`config.mk`:
```
export PLATFORM = sky130hd
export DESIGN_NAME = serial_subtractor_flat
export DESIGN_NICKNAME = d
export VERILOG_FILES = /design/src/rtl/serial_subtractor_pkg.sv /design/src/rtl/serial_subtractor_if.sv /design/src/rtl/serial_subtractor_sub_bit_cell.sv /design/src/rtl/serial_subtractor.sv /design/src/flat_wrapper.sv
export SDC_FILE = /design/constraint.sdc
export NUM_CORES = 1
export LEC_CHECK = 0
export BUFFER_PORTS_ARGS = -buffer_cell sky130_fd_sc_hd__buf_2
export CAP_MARGIN = 10
export CORE_MARGIN = 2
export CORE_UTILIZATION = 40
export DETAILED_ROUTE_END_ITERATION = 6
export GPL_TIMING_DRIVEN = 1
export PLACE_DENSITY = 0.72
export SLEW_MARGIN = 10
export SYNTH_ARGS = -nofsm -noshare
export SYNTH_HDL_FRONTEND = slang
export SYNTH_HIERARCHICAL = 1
export SYNTH_SLANG_ARGS = --single-unit
```
`constraint.sdc`:
```
create_clock -name clk -period 3.1 [get_ports clk]
set_input_delay 0.465 -clock clk [delete_from_list [all_inputs] [get_ports clk]]
set_output_delay 0.465 -clock clk [all_outputs]
set_load 0.03 [all_outputs]
```
`src/rtl/serial_subtractor_pkg.sv`:
```
// rtl/serial_subtractor_pkg.sv - shared types and defaults for the bit-serial subtractor
package serial_subtractor_pkg;

    localparam int DEFAULT_WIDTH = 8;

    typedef enum logic [1:0] {
        IDLE = 2'd0,
        RUN  = 2'd1,
        DONE = 2'd2
    } state_t;

endpackage

```
`src/rtl/serial_subtractor_if.sv`:
```
// rtl/serial_subtractor_if.sv - request/result bundle between a requester and the serial subtractor
interface serial_subtractor_if
    import serial_subtractor_pkg::*;
#(
    parameter int WIDTH = DEFAULT_WIDTH
);
    logic             start;
    logic [WIDTH-1:0] a;
    logic [WIDTH-1:0] b;
    logic             bin;
    logic             busy;
    logic             done;
    logic [WIDTH-1:0] diff;
    logic             bout;

    modport master (
        output start, a, b, bin,
        input  busy, done, diff, bout
    );

    modport slave (
        input  start, a, b, bin,
        output busy, done, diff, bout
    );
endinterface

```
`src/rtl/serial_subtractor_sub_bit_cell.sv`:
```
// rtl/serial_subtractor_sub_bit_cell.sv - combinational 1-bit full subtractor x - y - bi
module sub_bit_cell (
    input  logic x,
    input  logic y,
    input  logic bi,
    output logic d,
    output logic bo
);
    assign d  = x ^ y ^ bi;
    assign bo = (~x & y) | (~(x ^ y) & bi);
endmodule

```
`src/rtl/serial_subtractor.sv`:
```
// rtl/serial_subtractor.sv - computes a - b - bin one bit per clock, LSB first, via one subtractor cell
module serial_subtractor
    import serial_subtractor_pkg::*;
#(
    parameter int WIDTH = DEFAULT_WIDTH
) (
    input  logic                clk,
    input  logic                rst_n,
    serial_subtractor_if.slave  bus
);
    localparam int             CW       = $clog2(WIDTH + 1);
    localparam logic [CW-1:0]  LAST_BIT = CW'(WIDTH - 1);

    state_t           state;
    state_t           state_next;
    logic [WIDTH-1:0] a_sr;
    logic [WIDTH-1:0] b_sr;
    logic [WIDTH-1:0] res_sr;
    logic [WIDTH-1:0] res_next;
    logic [WIDTH-1:0] diff_q;
    logic [CW-1:0]    cnt;
    logic             br;
    logic             bout_q;
    logic             d;
    logic             bo;

    sub_bit_cell u_cell (
        .x  (a_sr[0]),
        .y  (b_sr[0]),
        .bi (br),
        .d  (d),
        .bo (bo)
    );

    // Difference bits enter at the MSB so the LSB-first stream lands in place after WIDTH shifts.
    always_comb begin
        res_next            = res_sr >> 1;
        res_next[WIDTH-1]   = d;
    end

    always_comb begin
        state_next = state;
        case (state)
            IDLE:    if (bus.start) state_next = RUN;
            RUN:     if (cnt == LAST_BIT) state_next = DONE;
            DONE:    state_next = IDLE;
            default: state_next = IDLE;
        endcase
    end

    always_ff @(posedge clk or negedge rst_n) begin
        if (!rst_n) begin
            state  <= IDLE;
            a_sr   <= '0;
            b_sr   <= '0;
            res_sr <= '0;
            cnt    <= '0;
            br     <= 1'b0;
            diff_q <= '0;
            bout_q <= 1'b0;
        end else begin
            state <= state_next;
            case (state)
                IDLE: begin
                    if (bus.start) begin
                        a_sr   <= bus.a;
                        b_sr   <= bus.b;
                        br     <= bus.bin;
                        cnt    <= '0;
                        res_sr <= '0;
                    end
                end
                RUN: begin
                    a_sr   <= a_sr >> 1;
                    b_sr   <= b_sr >> 1;
                    br     <= bo;
                    res_sr <= res_next;
                    cnt    <= cnt + 1'b1;
                    if (cnt == LAST_BIT) begin
                        diff_q <= res_next;
                        bout_q <= bo;
                    end
                end
                default: ;
            endcase
        end
    end

    assign bus.busy = (state != IDLE);
    assign bus.done = (state == DONE);
    assign bus.diff = diff_q;
    assign bus.bout = bout_q;

endmodule

```
`src/flat_wrapper.sv`:
```
// flat-port wrapper written by rule: the top's interface ports become plain ports
module serial_subtractor_flat import serial_subtractor_pkg::*;
#(
    parameter int WIDTH = DEFAULT_WIDTH
)
  (clk, rst_n, bus_start, bus_a, bus_b, bus_bin, bus_busy, bus_done, bus_diff, bus_bout);
  serial_subtractor_if #(.WIDTH(WIDTH)) bus_i ();
  input  logic clk;
  input  logic rst_n;
  input wire logic [$bits(bus_i.start)-1:0] bus_start;
  input wire logic [$bits(bus_i.a)-1:0] bus_a;
  input wire logic [$bits(bus_i.b)-1:0] bus_b;
  input wire logic [$bits(bus_i.bin)-1:0] bus_bin;
  output wire logic [$bits(bus_i.busy)-1:0] bus_busy;
  output wire logic [$bits(bus_i.done)-1:0] bus_done;
  output wire logic [$bits(bus_i.diff)-1:0] bus_diff;
  output wire logic [$bits(bus_i.bout)-1:0] bus_bout;
  assign bus_i.start = bus_start;
  assign bus_i.a = bus_a;
  assign bus_i.b = bus_b;
  assign bus_i.bin = bus_bin;
  assign bus_busy = bus_i.busy;
  assign bus_done = bus_i.done;
  assign bus_diff = bus_i.diff;
  assign bus_bout = bus_i.bout;
  serial_subtractor #(.WIDTH(WIDTH)) u_core (.clk(clk), .rst_n(rst_n), .bus(bus_i));
endmodule
```
==> results.md <==
- Outcome: finished clean
- Worst path bufs/invs: 0
- # IOs: 31
- Post-CTS Setup Bufs: 0
- Slew Limit Headroom: 44.3%
- I/O Buffers: 30
- Post-CTS Hold Buffers: 0
- Placement Setup Slack: 1060 ps
- Drt wl/cell: 14.8 microns
- Via count: 1181
- Final setup viols: 0
- Syn Std Cell Area: 1650 sq um
- Final worst slack: 1050 ps
- Largest net degree at the start of global routing: 40
- Mean Syn Cell Area: 11.6 sq um
- Iter 0 DRT Violations: 76
- Most frequent cells in the layout: dfrtp_1 (39), buf_2 (30), nand2_1 (21), o21ai_0 (17), a22oi_1 (16)
- DRT antenna net count: 0
- Vias in the first global route: 1204
- Syn Inst Count: 142
- H-tree Lvls: 2
- CP peak stage delay: 830 ps
- Synth warn: 6
- Synth cell types: 25
- Register area share after synthesis: 59.3%
- Slew Limit Fails: 0
- Layout cell share with drive strength beyond 1: 29.7%
- Chip Width: 68.2 microns
- Cell row count: 23
- Final wirelength: 3300 microns
- Global-route wire length before repair: 5600 microns
- Setup TNS: 0 ps
- Total power draw: 2.09 mW
- Clk slew on worst S/H paths: 80 ps
- Root buf cell: clkbuf_8
- Critical-path cell list: nand2b_1 > nor3_4 > mux2_2
- CTS resizes: 0
- Fin Clk Skew: 8.02 ps
- Setup CP Type: flip-flop to flip-flop
- Final Cell Area: 1940 sq um
- Final hold viol count: 0
- RD Place Congestion: 0.717
- Starting Density: 41.5%
- Drt first pass iters: 4
- Max frequency: 489 MHz
- Critical Path AT: 2230 ps
- Hold Crit Class: primary input to async pin
- Crit path max fanout: 25
- Max_cap viols: 0
- Nets: 193
- Placed inst area: 1830 sq um
- Leakage: 0.907 nW
- Die Y: 68.2 microns
- Final min period: 2050 ps
- CTS tree: done
- Worst setup EP type: flip-flop
- Worst Tran Pin Value: 835 ps
- Net Count, Synth: 164
- Via density: 5.32
- Slowest CP cell: dfrtp_1
- Flops & latches, synth: 39
- Fin crit share: 66.0%
- Unrepaired setup endpoints after global routing: false
- PD cells: 1080 nW/um^2
- Antenna Cells: 0
- Worst IR drop on VDD: 0.000586 V
- Drt drc: 0
- GRT Resource Usage Total: 16.6%
- Global route overflow: 0
- Final core utilization: 48.8%
- Longest Clk Path Bufs: 2
- Die area: 4650 sq um
- Startpoint Class: flip-flop
- Clk sinks: 39
- Inserted Clock Buffers: 5
- CP required: 3280 ps
- Most common cell after layout, fill and taps aside: dfrtp_1
- Detailed Place HPWL: 2260 microns
- Core outline area: 3970 sq um
- Synth-to-layout area growth: 17.7%
- CP delay by family, top: flip-flops
- Initial antenna violation count: 0
- Clk Latency, worst-skew pair: 300 ps
[worst register-to-register path, stage by stage (launching register included)]
cell and delay [ps]:
dfrtp_1 830, nand2b_1 250, nor3_4 450, mux2_2 400
[registers in the layout, indices dropped and copies added (netlist names)]
name	count
u_core/b_sr	8
u_core/res_sr	7
u_core/a_sr	8
u_core/cnt	4
u_core/bus.bout	1
u_core/br	1
u_core/bus.diff	8
u_core/state	2
[power by group]
part           total, mW  internal (mW)  switching, mW
clock network      0.419          0.239          0.180
registers          0.917          0.724          0.193
logic              0.753          0.331          0.422
total               2.09           1.29          0.795
[layout make-up]
cell class                 instances  area [sq um]
clock buffer                       5          68.8
clock inverter                     3          43.8
fill                             377          2030
inverter                           4          15.0
multi-input combinational         90           614
sequential                        39           976
tap                               50          62.6
timing repair buffer              31           158
[synth_stat cells]
cell type / n / area, sq um
a21oi_1: 1 / 5.00
a22o_1: 9 / 78.8
a22oi_1: 16 / 120
a2bb2oi_1: 1 / 8.76
and2_1: 1 / 6.26
and2b_1: 1 / 7.51
buf_2: 6 / 30.0
clkbuf_1: 3 / 11.3
dfrtp_1: 39 / 976
fa_1: 1 / 20.0
ha_1: 1 / 12.5
inv_1: 4 / 15.0
mux2_2: 9 / 101
mux2i_1: 1 / 10.0
nand2_1: 21 / 78.8
nand2b_1: 2 / 12.5
nand3_1: 1 / 5.00
nor2_1: 1 / 3.75
nor2b_1: 2 / 12.5
nor3_4: 1 / 16.3
o21ai_0: 17 / 85.1
o21ai_1: 1 / 5.00
o21bai_2: 1 / 11.3
o31ai_1: 1 / 7.51
or2_2: 1 / 6.26
[metrics by stage]
step | instances | hold WS, ps
floorplan | 142 | 169
global placement | 214 | 463
detailed placement | 214 | 471
CTS | 222 | 295
global route | 222 | 333
finish | 222 | 263
[logic make-up after synthesis]
logic type	synth area share, %
compound gates	19.5
flops	59.3
simple gates	9.04
buf+inv	3.42
mux	6.76
fa+ha+maj	1.98
[layer usage]
layer	routed length (microns)	part of all wire (%)	global-route usage (%)	vias up
li1	-	-	-	561
met1	1430	43	21.8	578
met2	1630	49	26.0	34
met3	176	5.3	4.77	8
met4	57	1.7	6.75	0
met5	0	0	0	-
[final timing paths]
path | startpoint | end | slack [ps] | cells past startpoint
worst max-delay path | u_core/state[0] | u_core/bus.diff[2] | 1050 | 3
worst min-delay path | rst_n | u_core/bus.diff[3] | 260 | 1
worst max register to register | u_core/state[0] | u_core/bus.diff[2] | 1050 | 3
worst min register to register | u_core/a_sr[2] | u_core/a_sr[2] | 490 | 2
max in group asynchronous | rst_n | u_core/a_sr[1] | 2310 | 1
min in group clk | bus_b[7] | u_core/b_sr[7] | 420 | 3
No activity file was read; power rests on OpenSTA's default activity.
